`src/rtl/result_collector_if.sv`:
```
// Flit channel between the router local port (r0/v0/f0) and the collector.
interface result_collector_if;
  logic [15:0] i_rdata;
  logic        i_rvalid;
  logic        o_rcredit;

  // Router side: drives flits, observes credit.
  modport master (
    output i_rdata,
    output i_rvalid,
    input  o_rcredit
  );

  // Collector side: consumes flits, returns credit.
  modport slave (
    input  i_rdata,
    input  i_rvalid,
    output o_rcredit
  );
endinterface

```
`src/rtl/result_collector.sv`:
```
// Node-0 result collector: buffers worker flits in a credit-controlled FIFO,
// accumulates one partial result per worker and reports done/timeout/error.
module result_collector #(
  parameter int         NUM_WORKERS    = 8,
  parameter logic [7:0] EXPECT_MASK    = 8'hFF,
  parameter int         TIMEOUT_CYCLES = 50_000_000,
  parameter int         FIFO_DEPTH     = 4          // power of two, >= 2
) (
  input  logic                CLOCK_50,
  input  logic                rst,                  // synchronous, active-low
  input  logic                i_start,
  result_collector_if.slave   flit,
  output logic [15:0]         o_result,
  output logic [7:0]          o_received,
  output logic                o_done,
  output logic                o_timeout,
  output logic                o_error
);

  localparam int AW = $clog2(FIFO_DEPTH);
  localparam int TW = (TIMEOUT_CYCLES > 1) ? $clog2(TIMEOUT_CYCLES) : 1;
  localparam logic [TW-1:0] T_LAST = TW'(TIMEOUT_CYCLES - 1);
  localparam logic [AW:0]   FULL_COUNT = (AW + 1)'(FIFO_DEPTH);

  typedef enum logic [1:0] {S_IDLE, S_COLLECT, S_DONE, S_TIMEOUT} state_t;

  // ---------------------------------------------------------------------------
  // Input FIFO
  // ---------------------------------------------------------------------------
  logic [15:0]   mem_q [FIFO_DEPTH];
  logic [AW-1:0] wr_ptr_q;
  logic [AW-1:0] rd_ptr_q;
  logic [AW:0]   count_q;
  logic [AW:0]   count_d;
  logic          rcredit_q;
  logic          wr_en;
  logic          pop_en;
  logic          pop_valid_q;
  logic [15:0]   pop_data_q;

  // Credit is only granted while a slot is free, so a write never lands on a full FIFO.
  assign wr_en   = flit.i_rvalid & rcredit_q;
  // Always drain whenever something is buffered, regardless of FSM state.
  assign pop_en  = (count_q != '0);
  assign count_d = count_q + {{AW{1'b0}}, wr_en} - {{AW{1'b0}}, pop_en};

  assign flit.o_rcredit = rcredit_q;

  // Pointer/occupancy bookkeeping; credit follows the occupancy after this edge.
  always_ff @(posedge CLOCK_50) begin
    if (!rst) begin
      wr_ptr_q    <= '0;
      rd_ptr_q    <= '0;
      count_q     <= '0;
      rcredit_q   <= 1'b1;
      pop_valid_q <= 1'b0;
    end else begin
      if (wr_en)  wr_ptr_q <= wr_ptr_q + 1'b1;
      if (pop_en) rd_ptr_q <= rd_ptr_q + 1'b1;
      count_q     <= count_d;
      rcredit_q   <= (count_d != FULL_COUNT);
      pop_valid_q <= pop_en;
    end
  end

  // Storage array with registered read, kept reset-free so it maps to RAM.
  always_ff @(posedge CLOCK_50) begin
    if (wr_en)  mem_q[wr_ptr_q] <= flit.i_rdata;
    if (pop_en) pop_data_q      <= mem_q[rd_ptr_q];
  end

  // ---------------------------------------------------------------------------
  // Start synchroniser and rising-edge detect
  // ---------------------------------------------------------------------------
  logic start_meta_q;
  logic start_sync_q;
  logic start_prev_q;
  logic start_rise;

  // Two-flop synchroniser plus one delay stage for edge detection.
  always_ff @(posedge CLOCK_50) begin
    if (!rst) begin
      start_meta_q <= 1'b0;
      start_sync_q <= 1'b0;
      start_prev_q <= 1'b0;
    end else begin
      start_meta_q <= i_start;
      start_sync_q <= start_meta_q;
      start_prev_q <= start_sync_q;
    end
  end

  assign start_rise = start_sync_q & ~start_prev_q;

  // ---------------------------------------------------------------------------
  // Round FSM and accumulator
  // ---------------------------------------------------------------------------
  state_t        state_q;
  state_t        state_d;
  logic [15:0]   result_q;
  logic [15:0]   result_d;
  logic [7:0]    received_q;
  logic [7:0]    received_d;
  logic          done_q;
  logic          done_d;
  logic          timeout_q;
  logic          timeout_d;
  logic          error_q;
  logic          error_d;
  logic [TW-1:0] tcnt_q;
  logic [TW-1:0] tcnt_d;

  logic [3:0]    src;
  logic [7:0]    src_bit;
  logic [7:0]    merged;
  logic          accept;

  // State and status registers.
  always_ff @(posedge CLOCK_50) begin
    if (!rst) begin
      state_q    <= S_IDLE;
      result_q   <= '0;
      received_q <= '0;
      done_q     <= 1'b0;
      timeout_q  <= 1'b0;
      error_q    <= 1'b0;
      tcnt_q     <= '0;
    end else begin
      state_q    <= state_d;
      result_q   <= result_d;
      received_q <= received_d;
      done_q     <= done_d;
      timeout_q  <= timeout_d;
      error_q    <= error_d;
      tcnt_q     <= tcnt_d;
    end
  end

  // Next-state logic: classify the popped flit, accumulate, detect done/timeout.
  always_comb begin
    state_d    = state_q;
    result_d   = result_q;
    received_d = received_q;
    done_d     = done_q;
    timeout_d  = timeout_q;
    error_d    = error_q;
    tcnt_d     = tcnt_q;

    // One-hot of the source; zero for ID 0 or IDs beyond the worker count.
    src     = pop_data_q[15:12];
    src_bit = '0;
    for (int k = 0; k < 8; k++) begin
      src_bit[k] = (src == 4'(k + 1)) && (k < NUM_WORKERS);
    end
    merged = received_q | src_bit;
    accept = ((src_bit & EXPECT_MASK) != '0) && ((received_q & src_bit) == '0);

    if (start_rise) begin
      // A start edge opens a fresh round from any state; a flit popped in this
      // same cycle belongs to the abandoned round and is dropped silently.
      state_d    = S_COLLECT;
      result_d   = '0;
      received_d = '0;
      done_d     = 1'b0;
      timeout_d  = 1'b0;
      error_d    = 1'b0;
      tcnt_d     = '0;
    end else begin
      case (state_q)
        S_COLLECT: begin
          if (tcnt_q != T_LAST) tcnt_d = tcnt_q + 1'b1;
          if (pop_valid_q) begin
            if (accept) begin
              result_d   = result_q + {4'b0, pop_data_q[11:0]};
              received_d = merged;
              if ((merged & EXPECT_MASK) == EXPECT_MASK) begin
                state_d = S_DONE;
                done_d  = 1'b1;
              end
            end else begin
              error_d = 1'b1;
            end
          end
          // Completion in the final cycle takes priority over timeout.
          if ((state_d == S_COLLECT) && (tcnt_q == T_LAST)) begin
            state_d   = S_TIMEOUT;
            timeout_d = 1'b1;
          end
        end
        default: begin
          // Any flit outside a collecting round is a stray.
          if (pop_valid_q) error_d = 1'b1;
        end
      endcase
    end
  end

  assign o_result   = result_q;
  assign o_received = received_q;
  assign o_done     = done_q;
  assign o_timeout  = timeout_q;
  assign o_error    = error_q;

endmodule

```
`src/flat_wrapper.sv`:
```
// flat-port wrapper written by rule: the top's interface ports become plain ports
module result_collector_flat 
#(
  parameter int         NUM_WORKERS    = 8,
  parameter logic [7:0] EXPECT_MASK    = 8'hFF,
  parameter int         TIMEOUT_CYCLES = 50_000_000,
  parameter int         FIFO_DEPTH     = 4                               
)
  (CLOCK_50, rst, i_start, o_result, o_received, o_done, o_timeout, o_error, flit_i_rdata, flit_i_rvalid, flit_o_rcredit);
  result_collector_if flit_i ();
  input  logic CLOCK_50;
  input  logic rst;
  input  logic i_start;
  output logic [15:0] o_result;
  output logic [7:0] o_received;
  output logic o_done;
  output logic o_timeout;
  output logic o_error;
  input wire logic [$bits(flit_i.i_rdata)-1:0] flit_i_rdata;
  input wire logic [$bits(flit_i.i_rvalid)-1:0] flit_i_rvalid;
  output wire logic [$bits(flit_i.o_rcredit)-1:0] flit_o_rcredit;
  assign flit_i.i_rdata = flit_i_rdata;
  assign flit_i.i_rvalid = flit_i_rvalid;
  assign flit_o_rcredit = flit_i.o_rcredit;
  result_collector #(.NUM_WORKERS(NUM_WORKERS), .EXPECT_MASK(EXPECT_MASK), .TIMEOUT_CYCLES(TIMEOUT_CYCLES), .FIFO_DEPTH(FIFO_DEPTH)) u_core (.CLOCK_50(CLOCK_50), .rst(rst), .i_start(i_start), .flit(flit_i), .o_result(o_result), .o_received(o_received), .o_done(o_done), .o_timeout(o_timeout), .o_error(o_error));
endmodule
```
`config.mk`:
```
export PLATFORM = sky130hd
export DESIGN_NAME = result_collector_flat
export DESIGN_NICKNAME = d
export VERILOG_FILES = /design/src/rtl/result_collector_if.sv /design/src/rtl/result_collector.sv /design/src/flat_wrapper.sv
export SDC_FILE = /design/constraint.sdc
export NUM_CORES = 1
export LEC_CHECK = 0
export ABC_AREA = 1
export BUFFER_PORTS_ARGS = -buffer_cell sky130_fd_sc_hd__buf_2
export CAP_MARGIN = 20
export CORE_ASPECT_RATIO = 0.8
export CORE_MARGIN = 4
export CORE_UTILIZATION = 39
export DETAILED_ROUTE_END_ITERATION = 7
export GPL_TIMING_DRIVEN = 0
export SETUP_SLACK_MARGIN = 0.5
export SLEW_MARGIN = 20
export SYNTH_ARGS = -nofsm -noshare
export SYNTH_HDL_FRONTEND = slang
export SYNTH_SLANG_ARGS = --single-unit
```
`constraint.sdc`:
```
create_clock -name CLOCK_50 -period 2.24 [get_ports CLOCK_50]
set_input_delay 0.448 -clock CLOCK_50 [delete_from_list [all_inputs] [get_ports CLOCK_50]]
set_output_delay 0.448 -clock CLOCK_50 [all_outputs]
set_load 0.1 [all_outputs]
```
==> metrics, run 1 <==
status=finished clean; Final min period=1790 ps; RSZ-0062 raised after global routing=yes; Post-Syn Area=7150 um^2; share of final-layout standard cells stronger than drive strength 1=25.8%; beginning of the worst hold path=i_start; Slew @ Worst Pin=862 ps; worst hold path stage count=3; min-delay worst type=primary input to flip-flop; Initial Util=40.5%; detail-routed via count per cell=4.83; worst-case headroom to the max-slew limit=42.5%; placer congestion estimate=0.868; post-route total power=8.89 mW; Nets=956; maximum buffer depth of the clock tree=2; total of warnings raised by yosys=0; final setup skew=8.21 ps; area growth from synthesis to layout=24.2%; per-cell routed wire length=14.4 um; final count of negative-setup-slack endpoints=0; Post-synth EDFFs=80; number of primary I/O pins=between 40 and 50; post-route worst hold slack=197 ps; maximum vdd drop=0.454 mV; Floorplan Core Area=17600 um^2; Place WS=291 ps; Net Count, Synth=around 870; category of the critical setup timing path=flip-flop to flip-flop; floorplan row count=43; sequential cell area fraction in the yosys report=52.4%; master of the slowest instance on the critical path=fa_2; data required time of the worst path=2550 ps; leading register cell type out of synthesis=edfxtp_1; antenna violations before repair=0; number of iterations in the first detailed-routing pass=5; number of vias in the routed layout=5560; Skew-Pair Late Insertion Delay=between 400 and 500 ps; global-route wire length before repair=26800 um; clock net sink count=147; Crit path largest cell delay=530 ps; top cells by area in the synthesized netlist=edfxtp_1, dfxtp_1, nand2_1; power density over the cells=around 1000 nW/um^2; maximum fanout count along the critical path=2; total overflow reported by the global router=0; critical register-to-register path endpoint=u_core.flit.o_rcredit$_SDFF_PN1_; leakage dissipation=3.54 nW; series of cell instances along the critical path=nor3_4 -> inv_6 -> ha_4 -> inv_2 -> ha_4 -> inv_2 -> fa_2 -> nand3b_1; syn avg cell area=8.60 um^2; Residual DRC=0; count of antenna diodes in the layout=0; vias in the first global route=slightly above 5000; Clock Tree Root=clkbuf_16; worst hold endpoint=u_core.start_meta_q$_SDFF_PN0_; number of buffers created by CTS=17; leading area contributor after synthesis=edfxtp_1; total count of max-transition violations in the final report=0; number of violations reported at the end of detailed-routing iteration 0=about 400; setup slack after layout=449 ps; count of input and output buffers=between 40 and 50; Cell variety after synth=41; asr flop ratio synth=0%; Worst Setup End Kind=flip-flop; gate count of the mapped netlist=831; Post-CTS Hold Fix Bufs=0; R2R depth=8; CTS H-tree depth=4; Critical path origin=u_core.count_q[0]$_SDFF_PN0_; Worst setup SP type=flip-flop; gr usage total=16.3%; startpoint of the lowest-slack register-to-register path=u_core.count_q[0]$_SDFF_PN0_; Detail Placement HPWL=between 10000 and 15000 um; Data arrival, critical path=between 2000 and 2500 ps; clock tree from TritonCTS=built; category of cells accounting for the largest share of critical-path delay=adder cells; Fin Setup TNS=0 ps; clock-pin slew on the worst setup and hold paths=70 ps; max-capacitance violation count=0; internal reg-to-reg setup slack=between 400 and 500 ps; final cycle utilization of the critical path=79.9%; Hold Violations, Final=0; post-detailed-routing wire length=16600 um; post-detailed-route count of antenna-violating nets=0; Seq cells post-synth=147; Chip Width=159 um; Die Outline Area=roughly 21000 um^2; fillcell total=1637; buffers and inverters on the worst path=3; pin count of the biggest net entering global routing=18; area fraction of the dominant cell type after synthesis=33.6%; Fmax achieved=558 MHz; chip height=129 um
registers in the layout, summed over array words and instances, names as in the netlist, 2 cells and up:
signal and cells:
u_core.mem_q 64, u_core.tcnt_q 26, u_core.o_result 16, u_core.pop_data_q 16, u_core.o_received 8, u_core.count_q 3
u_core.rd_ptr_q 2, u_core.state_q 2, u_core.wr_ptr_q 2
metrics by stage:
stage | instance area [um^2] | util, % | instances
2_1_floorplan | 7360 | - | 831
3_3_place_gp | 7880 | 44.6 | 1103
3_5_place_dp | 7880 | 44.6 | 1103
4_1_cts | 8540 | 48.4 | 1141
5_1_grt | 8880 | 50.3 | 1152
6_report | 8880 | 50.3 | 1152
cell type report:
class	count	area [um^2]	share of cell area [%]
Sequential cell	147	3820	43.1
Multi-Input combinational cell	575	3310	37.3
Clock buffer	17	425	4.79
Timing Repair Buffer	65	394	4.44
Inverter	86	328	3.69
Tap cell	225	282	3.17
Buffer	23	161	1.82
Clock inverter	14	155	1.75
metal layers:
layer,vias to the layer above,global-route usage (%),share of wire (%)
li1,2900,-,-
met1,2541,22.3,49
met2,100,26.5,46
met3,19,3.91,3.9
met4,0,4.39,1.3
met5,-,0,0
worst max path at each step:
stage,to,slack (ps),depth (start not counted)
2_1_floorplan,u_core.o_result[14]$_SDFFE_PP0P_,430,12
3_3_place_gp,u_core.flit.o_rcredit$_SDFF_PN1_,300,8
3_5_place_dp,u_core.mem_q[3][8]$_DFFE_PP_,290,3
4_1_cts,u_core.flit.o_rcredit$_SDFF_PN1_,440,8
5_1_grt,u_core.o_result[7]$_SDFFE_PP0P_,370,11
6_report,u_core.flit.o_rcredit$_SDFF_PN1_,450,8
cell usage after synthesis, drive strengths merged, types with 2 or more instances:
master  instances
nand2         216
nor2          121
inv            86
edfxtp         80
dfxtp          67
a21oi          57
o21ai          50
nand3          36
ha             19
xor2           19
nor3           16
o22ai          16
clkbuf         14
buf             9
xnor2           6
nand3b          5
nand4           4
o21a            3
fa              2
repair_timing:
action | CTS | global route
pin swaps | 4 | 16
setup endpoints to repair | 106 | 126
endpoints found under the hold margin | 0 | 0
buffers inserted | 7 | 11
gates resized for setup | 13 | 69
placed cells by master, fill, tap and decap left out, types with 20 or more instances in the layout:
| master | instances |
|---|---|
| o21ai_0 | 44 |
| nand2_1 | 202 |
| a21oi_1 | 50 |
| inv_1 | 76 |
| dfxtp_1 | 32 |
| edfxtp_1 | 80 |
| nand3_1 | 24 |
| buf_2 | 45 |
| nor2_1 | 92 |
| dfxtp_2 | 20 |
where the power goes:
part           internal (mW)  switching (mW)  total (mW)
Clock                   1.59            1.26        2.84
Sequential              3.26           0.267        3.53
Combinational          0.938            1.58        2.52
cell families after synthesis:
logic type	synth area share, %
xor+xnor	3.06
simple gates	24.9
buf+inv	6.46
fa+ha+maj	3.88
flops	52.4
compound gates	9.36
worst min-delay path, delay by kind of cell:
family / cells / cell delay (ps)
and+or+nand+nor: 1 / 40
buffers and inverters: 2 / 120
Power figures use the tool's default switching activity.
==> inputs of run 2 (changes only) <==
clock period = 1.7 ns   (was 2.24 ns; I/O delays follow)
==> run 2 against run 1 <==
Against the previous run:
- the flow now finishes with violations (setup timing)
- power increased by 44%
- maximum frequency is 0.48% higher
- routed wire length increased by 16%
- sequential share of layout area fell by 6.7 points
- non-clock buffer count is 52 higher
- count of clock-buffer cells in the layout is 1 higher
- core utilization rose by 10 points
- clock skew up 1.7 ps
- register-to-register slack worse by 530 ps
- worst hold slack got worse by 100 ps
- setup slack got worse by 530 ps
- sequential power rose by 33%
- critical path type unchanged
- critical endpoint unchanged
- highest routed layer unchanged
==> metrics, run 2 (same netlist as run 1, synthesis figures left out) <==
status=finished with violations (was finished clean); failing checks=setup timing; Skew-Pair Late Insertion Delay=430 ps (about the same); Finished Layout Cells=1205 (was 1152); series of cell instances along the critical path=nor3_4 -> inv_4 -> ha_4 -> inv_2 -> ha_4 -> inv_2 -> fa_2 -> nand3b_1 (was nor3_4 -> inv_6 -> ha_4 -> inv_2 -> ha_4 -> inv_2 -> fa_2 -> nand3b_1); leading cell type in the layout, fill and taps excluded=nand2_1 (unchanged); number of iterations in the first detailed-routing pass=5 (unchanged); Chip Width=159 um (unchanged); leakage dissipation=4.22 nW (was 3.54 nW); Fmax achieved=561 MHz (was 558 MHz); Data arrival, critical path=2090 ps (was 2100 ps); post-route worst hold slack=94.0 ps (was 197 ps); max-capacitance violation count=0 (unchanged); top flop regs=u_core.mem_q x64, u_core.tcnt_q x26 (unchanged); number of buffers created by CTS=17 (unchanged); antenna violations before repair=0 (unchanged); per-cell routed wire length=16.0 um (was 14.4 um); count of antenna diodes in the layout=0 (unchanged); number of flip-flops under the largest register name=64 (unchanged); clock tree from TritonCTS=built (unchanged); data required time of the worst path=2010 ps (was 2550 ps); Slew @ Worst Pin=719 ps (was 862 ps); Worst Setup End Kind=flip-flop (unchanged); final setup skew=9.87 ps (was 8.21 ps); Crit path largest cell delay=540 ps (was 530 ps); placer congestion estimate=0.899 (was 0.868); area growth from synthesis to layout=49.3% (was 24.2%); Floorplan Core Area=17600 um^2 (unchanged); Nets=1008 (was 956); number of vias in the routed layout=6039 (was 5560); final cycle utilization of the critical path=105% (was 79.9%); worst-case headroom to the max-slew limit=52.1% (was 42.5%); min-delay worst type=primary input to flip-flop (unchanged); master of the slowest instance on the critical path=fa_2 (unchanged); fillcell total=1490 (was 1637); category of the critical setup timing path=flip-flop to flip-flop (unchanged); largest register by flop count=u_core.mem_q (unchanged); power density over the cells=1200 nW/um^2 (was 1000 nW/um^2); vias in the first global route=5890 (was 5184); area taken by flip-flops and latches=3890 um^2 (was 3820 um^2); Die Outline Area=20600 um^2 (unchanged); post-detailed-routing wire length=19300 um (was 16600 um); Clock Tree Root=clkbuf_16 (unchanged); RSZ-0062 raised after global routing=yes (unchanged); post-detailed-route count of antenna-violating nets=0 (unchanged); maximum vdd drop=0.711 mV (was 0.454 mV); count of input and output buffers=47 (unchanged); total overflow reported by the global router=0 (unchanged); final count of negative-setup-slack endpoints=15 (was 0); setup slack after layout=-82.2 ps (was 449 ps); number of violations reported at the end of detailed-routing iteration 0=384 (was 406); clock net sink count=147 (unchanged); Initial Util=40.5% (unchanged); pin count of the biggest net entering global routing=18 (unchanged); area of the multi-input gates=3810 um^2 (was 3310 um^2); chip height=129 um (unchanged); Hold Violations, Final=0 (unchanged); maximum buffer depth of the clock tree=2 (unchanged); floorplan row count=43 (unchanged); maximum fanout count along the critical path=2 (unchanged); number of primary I/O pins=48 (unchanged); gr usage total=19.3% (was 16.3%); Residual DRC=0 (unchanged); Place WS=-227 ps (was 291 ps); Final min period=1780 ps (was 1790 ps); total count of max-transition violations in the final report=0 (unchanged); Inst Count DP=1103 (unchanged); Detail Placement HPWL=12200 um (was 11700 um); most frequent cells in the layout=nand2_1, nor2_1, edfxtp_1 (unchanged); detail-routed via count per cell=5.01 (was 4.83); global-route wire length before repair=31300 um (was 26800 um); CTS H-tree depth=4 (unchanged); share of final-layout standard cells stronger than drive strength 1=43.7% (was 25.8%); clock-pin slew on the worst setup and hold paths=60 ps (was 70 ps); Worst setup SP type=flip-flop (unchanged)
-- run 2: worst paths after layout --
| kind | start | endpoint | slack, ps | depth (start not counted) |
|---|---|---|---|---|
| setup / recovery | u_core.count_q[0]$_SDFF_PN0_ | u_core.flit.o_rcredit$_SDFF_PN1_ | -80 | 8 |
| hold / removal | i_start | u_core.start_meta_q$_SDFF_PN0_ | 90 | 3 |
| setup reg to reg | u_core.count_q[0]$_SDFF_PN0_ | u_core.flit.o_rcredit$_SDFF_PN1_ | -80 | 8 |
| hold reg to reg | u_core.start_meta_q$_SDFF_PN0_ | u_core.start_sync_q$_SDFF_PN0_ | 420 | 2 |
-- run 2: routing by layer --
layer	part of all wire (%)	GRT usage, %	routed length (um)	vias to the layer above
met2	47	31.4	9000	151
met1	47	26.2	9030	2842
met3	5.0	4.17	965	26
met5	0	0	0	-
met4	1.6	5.71	300	0
li1	-	-	-	3020
-- run 2: final cells by class --
class | instances | area share [%]
Inverter | 86 | 3.28
Tap cell | 225 | 2.64
Clock inverter | 14 | 1.72
Multi-Input combinational cell | 575 | 35.7
Timing Repair Buffer | 117 | 13.7
Clock buffer | 18 | 4.02
Sequential cell | 147 | 36.4
Buffer | 23 | 2.50
-- run 2: power by group --
group | internal (mW) | switching [mW] | total, mW
sequential | 4.29 | 0.407 | 4.69
combinational | 1.75 | 2.39 | 4.14
clock | 2.25 | 1.70 | 3.95
-- run 2: repair_timing --
item | in CTS | in global routing
gates resized for setup | 292 | 75
cloned | 7 | 0
setup endpoints to repair | 169 | 150
buffers inserted | 54 | 9
pin swaps | 72 | 21
hold buffers | 0 | 0
endpoints found under the hold margin | 0 | 0
-- run 2: stage by stage --
| step | power [mW] | cell area [um^2] | TNS, ps | utilization, % |
|---|---|---|---|---|
| final | 12.8 | 10700 | -359 | 60.5 |
| after global routing | 13.5 | 10700 | -4110 | 60.5 |
| after CTS | 12.6 | 10400 | -581 | 58.9 |
| after detailed placement | 7.87 | 8170 | -1320 | 46.3 |
| after global placement | 7.85 | 8170 | -1180 | 46.3 |
| after floorplan | 7.03 | 7650 | -411 | - |
-- run 2: worst max-delay path: cells and delay by family (launching register included) --
family        cells  cell delay, ps
fa+ha+maj         3             870
flops             1             330
simple gates      2             330
buf+inv           3             150
==> inputs of run 3 (changes only) <==
CTS_BUF_LIST = sky130_fd_sc_hd__clkbuf_4   (was not set)
==> run 3 against run 2 <==
Against the previous run:
- the flow still finishes with violations (setup timing)
- setup slack got worse by 13 ps
- maximum frequency decreased by 0.75%
- register-to-register slack about the same
- cell count increased by 2.2%
- die area unchanged
- routed wire length increased by 2.9%
- first-iteration DRC count increased by 22%
- non-clock buffer count increased by 27
- clock power decreased by 36%
- highest routed layer unchanged
==> metrics, run 3 (same netlist as run 1, synthesis figures left out) <==
Skew-Pair Late Insertion Delay=590 ps (was 430 ps); floorplan row count=43 (unchanged); worst-case headroom to the max-slew limit=52.9% (was 52.1%); Hold Violations, Final=0 (unchanged); Residual DRC=0 (unchanged); max-capacitance violation count=0 (unchanged); count of input and output buffers=47 (unchanged); post-detailed-routing wire length=19900 um (was 19300 um); Floorplan Core Area=17600 um^2 (unchanged); master of the slowest instance on the critical path=fa_2 (unchanged); logic gate share of total power=40.0% (was 32.4%); power density over the cells=1100 nW/um^2 (was 1200 nW/um^2); Initial Util=40.5% (unchanged); Internal Pwr Total=7.41 mW (was 8.28 mW); leakage dissipation=4.20 nW (was 4.22 nW); vias in the first global route=5926 (was 5890); number of iterations in the first detailed-routing pass=8 (was 5); total overflow reported by the global router=0 (unchanged); final cycle utilization of the critical path=106% (was 105%); number of vias in the routed layout=6173 (was 6039); maximum vdd drop=0.714 mV (was 0.711 mV); CTS H-tree depth=4 (unchanged); count of antenna diodes in the layout=0 (unchanged); gr usage total=19.4% (was 19.3%); Finished Layout Cells=1232 (was 1205); status=finished with violations (unchanged); most frequent cells in the layout=nand2_1, edfxtp_1, nor2_1 (was nand2_1, nor2_1, edfxtp_1); Crit path largest cell delay=540 ps (about the same); Die Outline Area=20600 um^2 (unchanged); per-cell routed wire length=16.1 um (was 16.0 um); clock-pin slew on the worst setup and hold paths=160 ps (was 60 ps); global-route wire length before repair=31600 um (was 31300 um); detail-routed via count per cell=5.01 (about the same); Data arrival, critical path=2270 ps (was 2090 ps); Inst Count DP=1103 (unchanged); switching part of the total power=38.4% (was 35.2%); post-detailed-route count of antenna-violating nets=0 (unchanged); Final min period=1800 ps (was 1780 ps); Clock Tree Root=clkbuf_4 (was clkbuf_16); RSZ-0062 raised after global routing=yes (unchanged); area taken by flip-flops and latches=3900 um^2 (was 3890 um^2); fillcell total=1466 (was 1490); min-delay worst type=primary input to flip-flop (unchanged); clock share of power=20.9% (was 30.9%); pin count of the biggest net entering global routing=18 (unchanged); final cell utilization of the core=61.7% (was 60.5%); area growth from synthesis to layout=52.3% (was 49.3%); post-route total power=12.0 mW (was 12.8 mW); antenna violations before repair=0 (unchanged); number of violations reported at the end of detailed-routing iteration 0=467 (was 384); number of primary I/O pins=48 (unchanged); number of flip-flops under the largest register name=64 (unchanged); leading cell type in the layout, fill and taps excluded=nand2_1 (unchanged); number of buffers created by CTS=17 (unchanged); total count of max-transition violations in the final report=0 (unchanged); Nets=1035 (was 1008); Fmax achieved=557 MHz (was 561 MHz); proportion of power drawn by flip-flops and latches=39.1% (was 36.7%); data required time of the worst path=2170 ps (was 2010 ps); switching pwr=4.62 mW (was 4.49 mW); largest register by flop count=u_core.mem_q (unchanged); top flop regs=u_core.mem_q x64, u_core.tcnt_q x26 (unchanged); failing checks=setup timing (unchanged); final count of negative-setup-slack endpoints=17 (was 15); placer congestion estimate=0.899 (unchanged); final setup skew=25.1 ps (was 9.87 ps); category of the critical setup timing path=flip-flop to flip-flop (unchanged); chip height=129 um (unchanged); maximum buffer depth of the clock tree=2 (unchanged); Worst Setup End Kind=flip-flop (unchanged); clock net sink count=147 (unchanged); series of cell instances along the critical path=nor3_4 -> inv_4 -> ha_4 -> inv_2 -> ha_4 -> inv_2 -> fa_2 -> nand3b_1 (unchanged); share of final-layout standard cells stronger than drive strength 1=46.2% (was 43.7%); Detail Placement HPWL=12200 um (unchanged); Worst setup SP type=flip-flop (unchanged); Chip Width=159 um (unchanged); Fin Setup TNS=-799 ps (was -359 ps); maximum fanout count along the critical path=2 (unchanged); area of the multi-input gates=3970 um^2 (was 3810 um^2); clock tree from TritonCTS=built (unchanged); setup slack after layout=-95.7 ps (was -82.2 ps); Slew @ Worst Pin=706 ps (was 719 ps); Place WS=-227 ps (unchanged)
-- run 3: changes by cell type in the layout (fill, tap and decap cells not counted), sizes merged --
cell / previous run / this run
buf: 129 / 133
clkbuf: 29 / 34
bufbuf: 0 / 1
clkinvlp: 1 / 2
inv: 95 / 94
dlygate4sd3: 0 / 17
-- run 3: repair_timing --
item,4_1_cts,5_1_grt
resized for setup,339,72
pin swaps,59,33
gates cloned,8,2
buffers inserted,61,9
endpoints found under the hold margin,65,0
hold buffers,17,0
endpoints found under the setup margin,169,151
-- run 3: worst paths after layout --
check | from | end | slack [ps] | cells after the start
max | u_core.count_q[0]$_SDFF_PN0_ | u_core.flit.o_rcredit$_SDFF_PN1_ | -100 | 8
min | flit_i_rvalid | u_core.wr_ptr_q[0]$_SDFFE_PN0P_ | 120 | 3
max reg2reg | u_core.count_q[0]$_SDFF_PN0_ | u_core.flit.o_rcredit$_SDFF_PN1_ | -100 | 8
min reg2reg | u_core.start_meta_q$_SDFF_PN0_ | u_core.start_sync_q$_SDFF_PN0_ | 430 | 2
-- run 3: per-layer routing --
metal / track usage (%) / wire (um) / vias up
met5: 0 / 0 / -
met4: 4.74 / 245 / 0
met3: 4.48 / 1010 / 24
met2: 31.5 / 9370 / 150
met1: 26.7 / 9240 / 2924
li1: - / - / 3075
-- run 3: power by group through the flow --
stage	Combinational (mW)	Clock (mW)	Sequential [mW]
final	4.82	2.51	4.70
after global routing	5.23	2.74	4.75
after CTS	4.34	2.55	4.70
after detailed placement	3.11	0	4.76
after global placement	3.10	0	4.75
after floorplan	2.24	0	4.79
-- run 3: critical path, delay by kind of cell, from the launching register on --
family	cells	cell delay, ps
flops	1	360
buf+inv	3	150
fa+ha+maj	3	870
simple gates	2	320
-- run 3: cell type report --
class | instances | share of cell area (%)
Clock inverter | 14 | 1.69
Inverter | 86 | 3.32
Timing Repair Buffer | 144 | 16.4
Sequential cell | 147 | 35.8
Clock buffer | 18 | 1.24
Tap cell | 225 | 2.59
Buffer | 23 | 2.47
Multi-Input combinational cell | 575 | 36.5
-- run 3: stage by stage --
| step | hold slack, ps | instance area, um^2 |
|---|---|---|
| 5_1_grt | 86.3 | 10900 |
| 3_5_place_dp | 407 | 8170 |
| 4_1_cts | 97.8 | 10500 |
| 3_3_place_gp | 398 | 8170 |
| 2_1_floorplan | 390 | 7650 |
| 6_report | 118 | 10900 |
